[config.mk]
export PLATFORM = sky130hd
export DESIGN_NAME = melody_arbiter
export DESIGN_NICKNAME = d
export VERILOG_FILES = /design/src/rtl/melody_arbiter.sv
export SDC_FILE = /design/constraint.sdc
export NUM_CORES = 1
export LEC_CHECK = 0
export CORE_MARGIN = 1.5
export CORE_UTILIZATION = 30
export DETAILED_ROUTE_END_ITERATION = 12
export HOLD_SLACK_MARGIN = 0.03
export SYNTH_ARGS = -nofsm -noshare
export SYNTH_HDL_FRONTEND = slang
export SYNTH_SLANG_ARGS = --single-unit
[constraint.sdc]
create_clock -name clk -period 2.2 [get_ports clk]
set_clock_uncertainty 0.1 [all_clocks]
set_input_delay 0.22 -clock clk [delete_from_list [all_inputs] [get_ports clk]]
set_output_delay 0.22 -clock clk [all_outputs]
set_load 0.01 [all_outputs]
[src/rtl/melody_arbiter.sv]
// Melody arbiter: grants one of NUM_CH melody players at a time and routes its PWM to the buzzer.
// Defining MELODY_PREEMPT_EN lets a winning pending request abort the melody that is playing.
module melody_arbiter #(
    parameter int NUM_CH          = 4,
    parameter int ARB_MODE        = 0,
    parameter int GAP_CYCLES      = 100_000,
    parameter int MAX_PLAY_CYCLES = 0,
    localparam int CH_W           = (NUM_CH > 1) ? $clog2(NUM_CH) : 1
) (
    input  logic              clk,
    input  logic              rst,
    input  logic [NUM_CH-1:0] btn,
    input  logic [NUM_CH-1:0] done,
    input  logic [NUM_CH-1:0] melody,
    output logic [NUM_CH-1:0] en,
    output logic              buzz,
    output logic              busy,
    output logic [CH_W-1:0]   active_ch,
    output logic [NUM_CH-1:0] pending,
    output logic              timeout
);

    localparam int GAP_W = (GAP_CYCLES > 1) ? $clog2(GAP_CYCLES) : 1;
    localparam int WD_W  = (MAX_PLAY_CYCLES > 1) ? $clog2(MAX_PLAY_CYCLES) : 1;

    localparam logic [1:0] ST_IDLE = 2'd0;
    localparam logic [1:0] ST_PLAY = 2'd1;
    localparam logic [1:0] ST_GAP  = 2'd2;

    localparam logic [NUM_CH-1:0] ONE = {{(NUM_CH-1){1'b0}}, 1'b1};

    logic [1:0]        state_q, state_d;
    logic [NUM_CH-1:0] en_q, en_d;
    logic [CH_W-1:0]   act_q, act_d;
    logic [CH_W-1:0]   last_q, last_d;
    logic [WD_W-1:0]   wd_q, wd_d;
    logic [GAP_W-1:0]  gap_q, gap_d;
    logic [NUM_CH-1:0] pending_q, pending_d;
    logic [NUM_CH-1:0] btn_prev_q;
    logic              buzz_q, buzz_d;
    logic              busy_q, busy_d;
    logic              timeout_q, timeout_d;

    logic [NUM_CH-1:0] rise_s;
    logic [NUM_CH-1:0] grant_oh_s;
    logic [NUM_CH-1:0] block_s;
    logic [CH_W-1:0]   sel_s;
    logic              wd_hit_s;
    logic              preempt_s;

    function automatic logic [CH_W-1:0] pick_fixed(input logic [NUM_CH-1:0] req);
        logic [CH_W-1:0] r;
        r = '0;
        for (int i = NUM_CH - 1; i >= 0; i--) begin
            r = req[i] ? CH_W'(i) : r;
        end
        return r;
    endfunction

    // Scan downwards so the request closest after 'last' is the final assignment.
    function automatic logic [CH_W-1:0] pick_rr(input logic [NUM_CH-1:0] req,
                                                input logic [CH_W-1:0]   last);
        logic [CH_W-1:0] r;
        int              idx;
        r = '0;
        for (int k = NUM_CH; k >= 1; k--) begin
            idx = (int'(last) + k) % NUM_CH;
            r   = req[idx] ? CH_W'(idx) : r;
        end
        return r;
    endfunction

    // Arbitration choice among latched requests.
    always_comb begin
        if (ARB_MODE == 1) begin
            sel_s = pick_rr(pending_q, last_q);
        end else begin
            sel_s = pick_fixed(pending_q);
        end
    end

    // Watchdog limit and preemption conditions for the playing channel.
    always_comb begin
        rise_s   = btn & ~btn_prev_q;
        wd_hit_s = (MAX_PLAY_CYCLES > 0) && (int'(wd_q) == MAX_PLAY_CYCLES - 1);
`ifdef MELODY_PREEMPT_EN
        if (ARB_MODE == 1) begin
            preempt_s = (pending_q != '0);
        end else begin
            preempt_s = ((pending_q & (en_q - ONE)) != '0);
        end
`else
        preempt_s = 1'b0;
`endif
    end

    // Main state machine: grant, play, gap.
    always_comb begin
        state_d    = state_q;
        en_d       = en_q;
        act_d      = act_q;
        last_d     = last_q;
        wd_d       = wd_q;
        gap_d      = gap_q;
        timeout_d  = 1'b0;
        grant_oh_s = '0;
        block_s    = '0;
        case (state_q)
            ST_IDLE: begin
                if (pending_q != '0) begin
                    grant_oh_s = ONE << sel_s;
                    block_s    = grant_oh_s;
                    state_d    = ST_PLAY;
                    en_d       = grant_oh_s;
                    act_d      = sel_s;
                    last_d     = sel_s;
                    wd_d       = '0;
                end else begin
                    en_d  = '0;
                    act_d = '0;
                end
            end
            ST_PLAY: begin
                block_s = en_q;
                // done wins a tie with the watchdog limit, so no timeout then
                if (done[act_q] || wd_hit_s) begin
                    state_d   = (GAP_CYCLES == 0) ? ST_IDLE : ST_GAP;
                    en_d      = '0;
                    act_d     = '0;
                    gap_d     = '0;
                    timeout_d = ~done[act_q];
                end else if (preempt_s) begin
                    state_d = ST_IDLE;
                    en_d    = '0;
                    act_d   = '0;
                end else begin
                    wd_d = wd_q + WD_W'(1);
                end
            end
            ST_GAP: begin
                en_d  = '0;
                act_d = '0;
                if (int'(gap_q) >= GAP_CYCLES - 1) begin
                    state_d = ST_IDLE;
                end else begin
                    gap_d = gap_q + GAP_W'(1);
                end
            end
            default: begin
                state_d = ST_IDLE;
                en_d    = '0;
                act_d   = '0;
            end
        endcase
    end

    // Request latching and registered output values.
    always_comb begin
        pending_d = (pending_q | (rise_s & ~block_s)) & ~grant_oh_s;
        busy_d    = (state_d != ST_IDLE);
        if (state_d == ST_PLAY) begin
            buzz_d = melody[act_d];
        end else begin
            buzz_d = 1'b0;
        end
    end

    // State and output registers.
    always_ff @(posedge clk or posedge rst) begin
        if (rst) begin
            state_q    <= ST_IDLE;
            en_q       <= '0;
            act_q      <= '0;
            last_q     <= CH_W'(NUM_CH - 1);
            wd_q       <= '0;
            gap_q      <= '0;
            pending_q  <= '0;
            btn_prev_q <= '0;
            buzz_q     <= 1'b0;
            busy_q     <= 1'b0;
            timeout_q  <= 1'b0;
        end else begin
            state_q    <= state_d;
            en_q       <= en_d;
            act_q      <= act_d;
            last_q     <= last_d;
            wd_q       <= wd_d;
            gap_q      <= gap_d;
            pending_q  <= pending_d;
            btn_prev_q <= btn;
            buzz_q     <= buzz_d;
            busy_q     <= busy_d;
            timeout_q  <= timeout_d;
        end
    end

    assign en        = en_q;
    assign buzz      = buzz_q;
    assign busy      = busy_q;
    assign active_ch = act_q;
    assign pending   = pending_q;
    assign timeout   = timeout_q;

endmodule

==> results of run 1 <==
-- state kept, by name, summed over array words and instances (netlist names) --
| register | flops |
|---|---|
| active_ch | 2 |
| btn_prev_q | 4 |
| busy | 1 |
| buzz | 1 |
| en | 4 |
| gap_q | 17 |
| pending | 4 |
| state_q | 2 |
-- cell usage in the layout, fill, tap and decap left out, types with 6 or more instances in the layout --
cell / netlist / routed
dfrtp_1: 35 / 35
mux2i_1: 7 / 7
buf_4: 2 / 7
nand2_1: 20 / 20
clkdlybuf4s50_1: 0 / 25
nor3_1: 6 / 6
a21oi_1: 8 / 8
o31ai_1: 6 / 6
nand4_1: 6 / 6
o21ai_0: 9 / 9
nor2_1: 12 / 12
-- logic make-up (layout without fill, tap and decap cells) --
kind of cell | count (synthesis) | in the layout | synth area share (%)
AND/OR/NAND/NOR | 76 | 76 | 22.5
AO/OA/AOI/OAI | 39 | 39 | 16.6
flip-flops | 35 | 35 | 49.7
buffers and inverters | 10 | 45 | 2.55
multiplexers | 8 | 8 | 5.25
XOR/XNOR | 5 | 5 | 2.48
adder cells (fa/ha/maj) | 1 | 1 | 0.710
other | 1 | 1 | 0.213
-- power by group through the flow --
stage	Clock (mW)	Sequential, mW	Combinational [mW]
global placement	0	0.939	0.703
detailed placement	0	0.935	0.709
global route	0.614	0.952	0.781
CTS	0.586	0.928	0.714
finish	0.571	0.927	0.706
floorplan	0	0.941	0.326
-- layout make-up --
cell class	instances	area [sq um]
flip-flops and latches	35	876
inverters	5	18.8
repair buffers	33	323
fillers	579	3310
multi-input cells	130	848
clock buffers	5	68.8
clock inverters	2	37.5
well taps	72	90.1
-- worst max-delay path, stage by stage, from the launching register on --
cell and delay (ps):
dfrtp_1 430, or2_4 270, a221oi_4 320, o22ai_4 120
buf_12 160, or4_1 490, a21oi_1 150
-- metrics by stage --
| stage | hold slack (ps) | util [%] |
|---|---|---|
| finish | 232 | 40.6 |
| global route | 265 | 40.6 |
| CTS | 251 | 40.1 |
| detailed placement | 402 | 38.2 |
| global placement | 387 | 38.2 |
| floorplan | 151 | - |
-- how the worst min path moves through the flow --
stage                               end           from  cells past startpoint  slack (ps)
after detailed placement     pending[3]  btn_prev_q[3]                      2         400
after global routing          gap_q[11]            rst                      3         270
after global placement       pending[2]  btn_prev_q[2]                      2         390
final                         gap_q[15]            rst                      3         230
after floorplan           btn_prev_q[0]         btn[0]                      0         150
after CTS                         en[3]            rst                      3         250
-- layer usage --
layer	vias to the layer above	wire length [microns]	part of all wire, %	global-route usage [%]
li1	702	-	-	-
met1	661	1910	49	18.7
met2	33	1760	45	20.1
met3	4	163	4.2	4.11
met4	0	45	1.2	6.32
met5	-	0	0	0
-- repair_timing --
| item | in CTS | in global routing |
|---|---|---|
| setup buffers | 0 | 1 |
| setup endpoints to repair | 0 | 10 |
| hold endpoints to repair | 0 | 0 |
| resized for setup | 0 | 1 |
==> results.json, run 1 <==
{
  "maxSlewViolCount": 0,
  "cts_tree": "built",
  "fp.dieW_microns": 79.7,
  "r2r_start": "gap_q[6]",
  "fin_ws_ps": 78.1,
  "cts_root_buf": "clkbuf_8",
  "leakage_nw": 0.877,
  "synth_fp_nets": 190,
  "drt_iter0_markers": 60,
  "cp_max_fo": 19,
  "place.detailed.hpwl_mm": 2.66,
  "syn-cell-area_sq_um": 1760,
  "finalNonFillerCells": 282,
  "fmax_mhz": 471,
  "insertion_delay_ps": 290,
  "core_sq_um": 5570,
  "p_seq_share_pct": 42.0,
  "grt.total_usage_pct": 13.8,
  "period_needed_ps": 2120,
  "synth_common_cells": "35 x dfrtp_1, 20 x nand2_1, 12 x nor2_1, 9 x o21ai_0, 8 x a21oi_1",
  "synth-main-ff-cell": "dfrtp_1",
  "reg2reg_slack_ps": 80,
  "p_int_mw": 1.47,
  "pre_cts_ws_ps": 108,
  "row_count": 27,
  "cts_hold_buf": 0,
  "wire_per_inst_microns": 13.7,
  "r2r_cells": 6,
  "htreeDepth": 2,
  "numPortBuffers": 25,
  "cp.arrival_ps": 2230,
  "grt_pass1_vias": 1454,
  "synth.distinct_cells": 39,
  "firstDrtPassIters": 4,
  "setup_viol": 0,
  "powerDensity_nw_per_um2": 974,
  "required_ps": 2310,
  "switching_power_mw": 0.732,
  "synth_edf_count": 0,
  "grt_max_degree": 36,
  "crit_path_start_kind": "flop",
  "start_util_pct": 31.6,
  "place_area_sq_um": 2130,
  "vias_per_cell": 4.96,
  "r2r-end": "gap_q[9]",
  "maxCapViolCount": 0,
  "tns_ps": 0,
  "critPathKind": "reg2reg",
  "place.gp.congestion": 0.765,
  "hp-class": "in2async",
  "postSynthRegisterBits": 35,
  "yosys.area.top_type": "dfrtp_1",
  "cts_buffers": 5,
  "synthArstFlopShare_pct": 100,
  "outcome": "finished, final reports clean",
  "antenna_found_initial": 0,
  "yosysMostFrequentCell": "dfrtp_1",
  "io_pins": 27,
  "timing.final.crit_share_pct": 96.4,
  "yosysSeqAreaShare_pct": 49.7,
  "design_area_sq_um": 2260,
  "power_frac_comb_pct": 32.0,
  "clock_power_share_pct": 25.9,
  "drive_above_1_share_pct": 11.4,
  "hold_viol_final": 0,
  "synthTopCellsByArea": "dfrtp_1 50%, nand2_1 4.3%, mux2i_1 4.0%",
  "ys_warn_count": 0,
  "via_count": 1400,
  "syn_inst": 175,
  "grt_setup_unrepaired": "yes",
  "final_net_count": 225,
  "cts_sinks": 35,
  "place_inst": 274,
  "synth_top_cell_area_share_pct": 49.7,
  "finalWirelength_mm": 3.87,
  "drcViolationCount": 0,
  "fp.dieH_microns": 79.7,
  "die_area_sq_um": 6350,
  "cts.path.max_buffers": 2,
  "antenna_left": 0,
  "grt_pass1_wl_mm": 6.75,
  "overflow": 0,
  "area_delta_synth_final_pct": 28.3,
  "avgSynthCellArea_sq_um": 10.1,
  "vdd_drop_max_v": 0.000589,
  "endpoint_kind": "flop",
  "diodes": 0,
  "clkTransAtPathRegs_ps": 70,
  "total_power_mw": 2.20,
  "switching_share_pct": 33.2,
  "cp-startpoint": "gap_q[6]",
  "endpoint": "gap_q[9]"
}
No activity file was read; power rests on OpenSTA's default activity.
==> run 2: changes to the inputs <==
--- a/config.mk
+++ b/config.mk
@@ -5,10 +5,12 @@
 export SDC_FILE = /design/constraint.sdc
 export NUM_CORES = 1
 export LEC_CHECK = 0
+export CORE_ASPECT_RATIO = 0.6
 export CORE_MARGIN = 1.5
 export CORE_UTILIZATION = 30
 export DETAILED_ROUTE_END_ITERATION = 12
 export HOLD_SLACK_MARGIN = 0.03
+export REMOVE_ABC_BUFFERS = 1
 export SYNTH_ARGS = -nofsm -noshare
 export SYNTH_HDL_FRONTEND = slang
 export SYNTH_SLANG_ARGS = --single-unit
==> constraint.sdc (replaced) <==
create_clock -name clk -period 2.05 [get_ports clk]
set_clock_uncertainty 0.1 [all_clocks]
set_input_delay 0.205 -clock clk [delete_from_list [all_inputs] [get_ports clk]]
set_output_delay 0.205 -clock clk [all_outputs]
set_load 0.01 [all_outputs]
==> run 2 against run 1 <==
Compared with the run above:
- the flow now finishes with violations (negative setup slack)
- register-to-register slack worse by 110 ps
- highest routed layer unchanged
- cell area up 12%
- sequential power grew 4.1%
- cell count grew 12%
- setup slack got worse by 110 ps
- maximum frequency increased by 1.7%
==> results.json, run 2 (same netlist as run 1, synthesis figures left out) <==
{
  "outcome": "finished, violations left",
  "switching_power_mw": 0.841,
  "switching_share_pct": 34.1,
  "hold_viol_final": 0,
  "fmax_mhz": 479,
  "clkTransAtPathRegs_ps": 70,
  "power_frac_comb_pct": 38.4,
  "place.gp.congestion": 0.800,
  "grt.total_usage_pct": 15.2,
  "area_delta_synth_final_pct": 44.0,
  "slowest_delay_ps": 520,
  "wire_per_inst_microns": 14.7,
  "pre_cts_ws_ps": -33.0,
  "cts_sinks": 35,
  "tightest_slew_ps": 504,
  "p_int_mw": 1.63,
  "fin_ws_ps": -35.6,
  "required_ps": 2170,
  "critPathKind": "reg2reg",
  "cp_max_fo": 7,
  "path_cells": "buf_4 -> and4_4 -> a221oi_4 -> o22ai_4 -> or4_4 -> a21oi_2",
  "setup_viol": 9,
  "final_net_count": 251,
  "cts_buffers": 5,
  "io_pins": 27,
  "reg2reg_slack_ps": -40,
  "endpoint_kind": "flop",
  "die_area_sq_um": 6360,
  "final_cell_mix": "34 x dfrtp_1, 30 x buf_4, 25 x clkdlybuf4s50_1",
  "timing.final.crit_share_pct": 102,
  "htreeDepth": 2,
  "violations": "negative setup slack",
  "r2r-end": "gap_q[9]",
  "antenna_found_initial": 0,
  "cts_hold_buf": 0,
  "hp-class": "in2async",
  "grt_pass1_wl_mm": 7.51,
  "drive_above_1_share_pct": 27.4,
  "vdd_drop_max_v": 0.000430,
  "numPortBuffers": 25,
  "r2r_cells": 6,
  "layout_commonest_cell": "dfrtp_1",
  "fp.dieW_microns": 102,
  "core_sq_um": 5620,
  "clock_power_share_pct": 22.5,
  "crit_slowest_cell": "or4_4",
  "cp-startpoint": "gap_q[0]",
  "p_seq_share_pct": 39.1,
  "regMostFlops": "gap_q",
  "cts_tree": "built",
  "maxSlewHeadroom_pct": 66.4,
  "grt_setup_unrepaired": "yes",
  "powerDensity_nw_per_um2": 972,
  "row_count": 21,
  "fp.dieH_microns": 62.4,
  "start_util_pct": 31.4,
  "firstDrtPassIters": 4,
  "maxCapViolCount": 0,
  "finalWirelength_mm": 4.66,
  "grt_pass1_vias": 1467,
  "period_needed_ps": 2090,
  "diodes": 0,
  "crit_path_start_kind": "flop",
  "insertion_delay_ps": 290,
  "via_count": 1563,
  "largest_register_ffs": 17,
  "total_power_mw": 2.47,
  "cts.path.max_buffers": 2,
  "place.detailed.hpwl_mm": 3.16,
  "drt_iter0_markers": 109,
  "vias_per_cell": 4.93,
  "cp.arrival_ps": 2200,
  "antenna_left": 0,
  "cts_root_buf": "clkbuf_8",
  "maxSlewViolCount": 0,
  "grt_max_degree": 36,
  "overflow": 0,
  "r2r_start": "gap_q[0]",
  "leakage_nw": 1.02,
  "drcViolationCount": 0
}
## run 2: worst max path at each step
stage | end | slack, ps | cells past startpoint
floorplan | buzz | 50 | 5
global placement | gap_q[8] | -30 | 5
detailed placement | gap_q[8] | -30 | 5
CTS | gap_q[9] | 10 | 5
global route | gap_q[6] | -130 | 7
finish | gap_q[9] | -40 | 6
## run 2: cell type report
| type | count | area [sq um] |
|---|---|---|
| clock buffers | 8 | 100 |
| inverters | 5 | 18.8 |
| flip-flops and latches | 35 | 877 |
| repair buffers | 58 | 509 |
| fillers | 538 | 3080 |
| well taps | 80 | 100 |
| multi-input cells | 131 | 933 |
## run 2: routing by layer
layer / track usage, % / vias up / share of wire (%)
met5: 0 / - / 0
met4: 4.62 / 0 / 0.62
met2: 19.0 / 46 / 41
met1: 25.4 / 746 / 53
li1: - / 766 / -
met3: 3.02 / 5 / 5.9
## run 2: repair_timing
item,CTS,global route
setup endpoints to repair,3,10
resized for setup,2,21
buffers inserted,6,4
pin swaps,2,15
cloned,1,0
## run 2: power by group through the flow
stage / sequential (mW) / clock (mW) / combinational [mW]
finish: 0.965 / 0.555 / 0.948
global route: 0.982 / 0.596 / 1.04
CTS: 0.956 / 0.567 / 0.899
detailed placement: 0.965 / 0 / 0.898
global placement: 0.970 / 0 / 0.894
floorplan: 1.01 / 0 / 0.344
## run 2: critical path: cells and delay by family, from the launching register on
| kind | cells | cell delay, ps |
|---|---|---|
| AO/OA/AOI/OAI | 3 | 620 |
| AND/OR/NAND/NOR | 2 | 730 |
| flip-flops | 1 | 410 |
| buffers and inverters | 1 | 160 |
## run 2: metrics by stage
stage / setup TNS, ps / util, % / cells / instance area [sq um] / hold slack (ps)
2_1_floorplan: 0 / - / 170 / 1740 / 136
5_1_grt: -1170 / 45.1 / 317 / 2540 / 261
4_1_cts: 0 / 43.3 / 313 / 2430 / 240
3_3_place_gp: -43.9 / 40.2 / 298 / 2260 / 389
6_report: -99.9 / 45.1 / 317 / 2540 / 221
3_5_place_dp: -88.4 / 40.2 / 298 / 2260 / 388
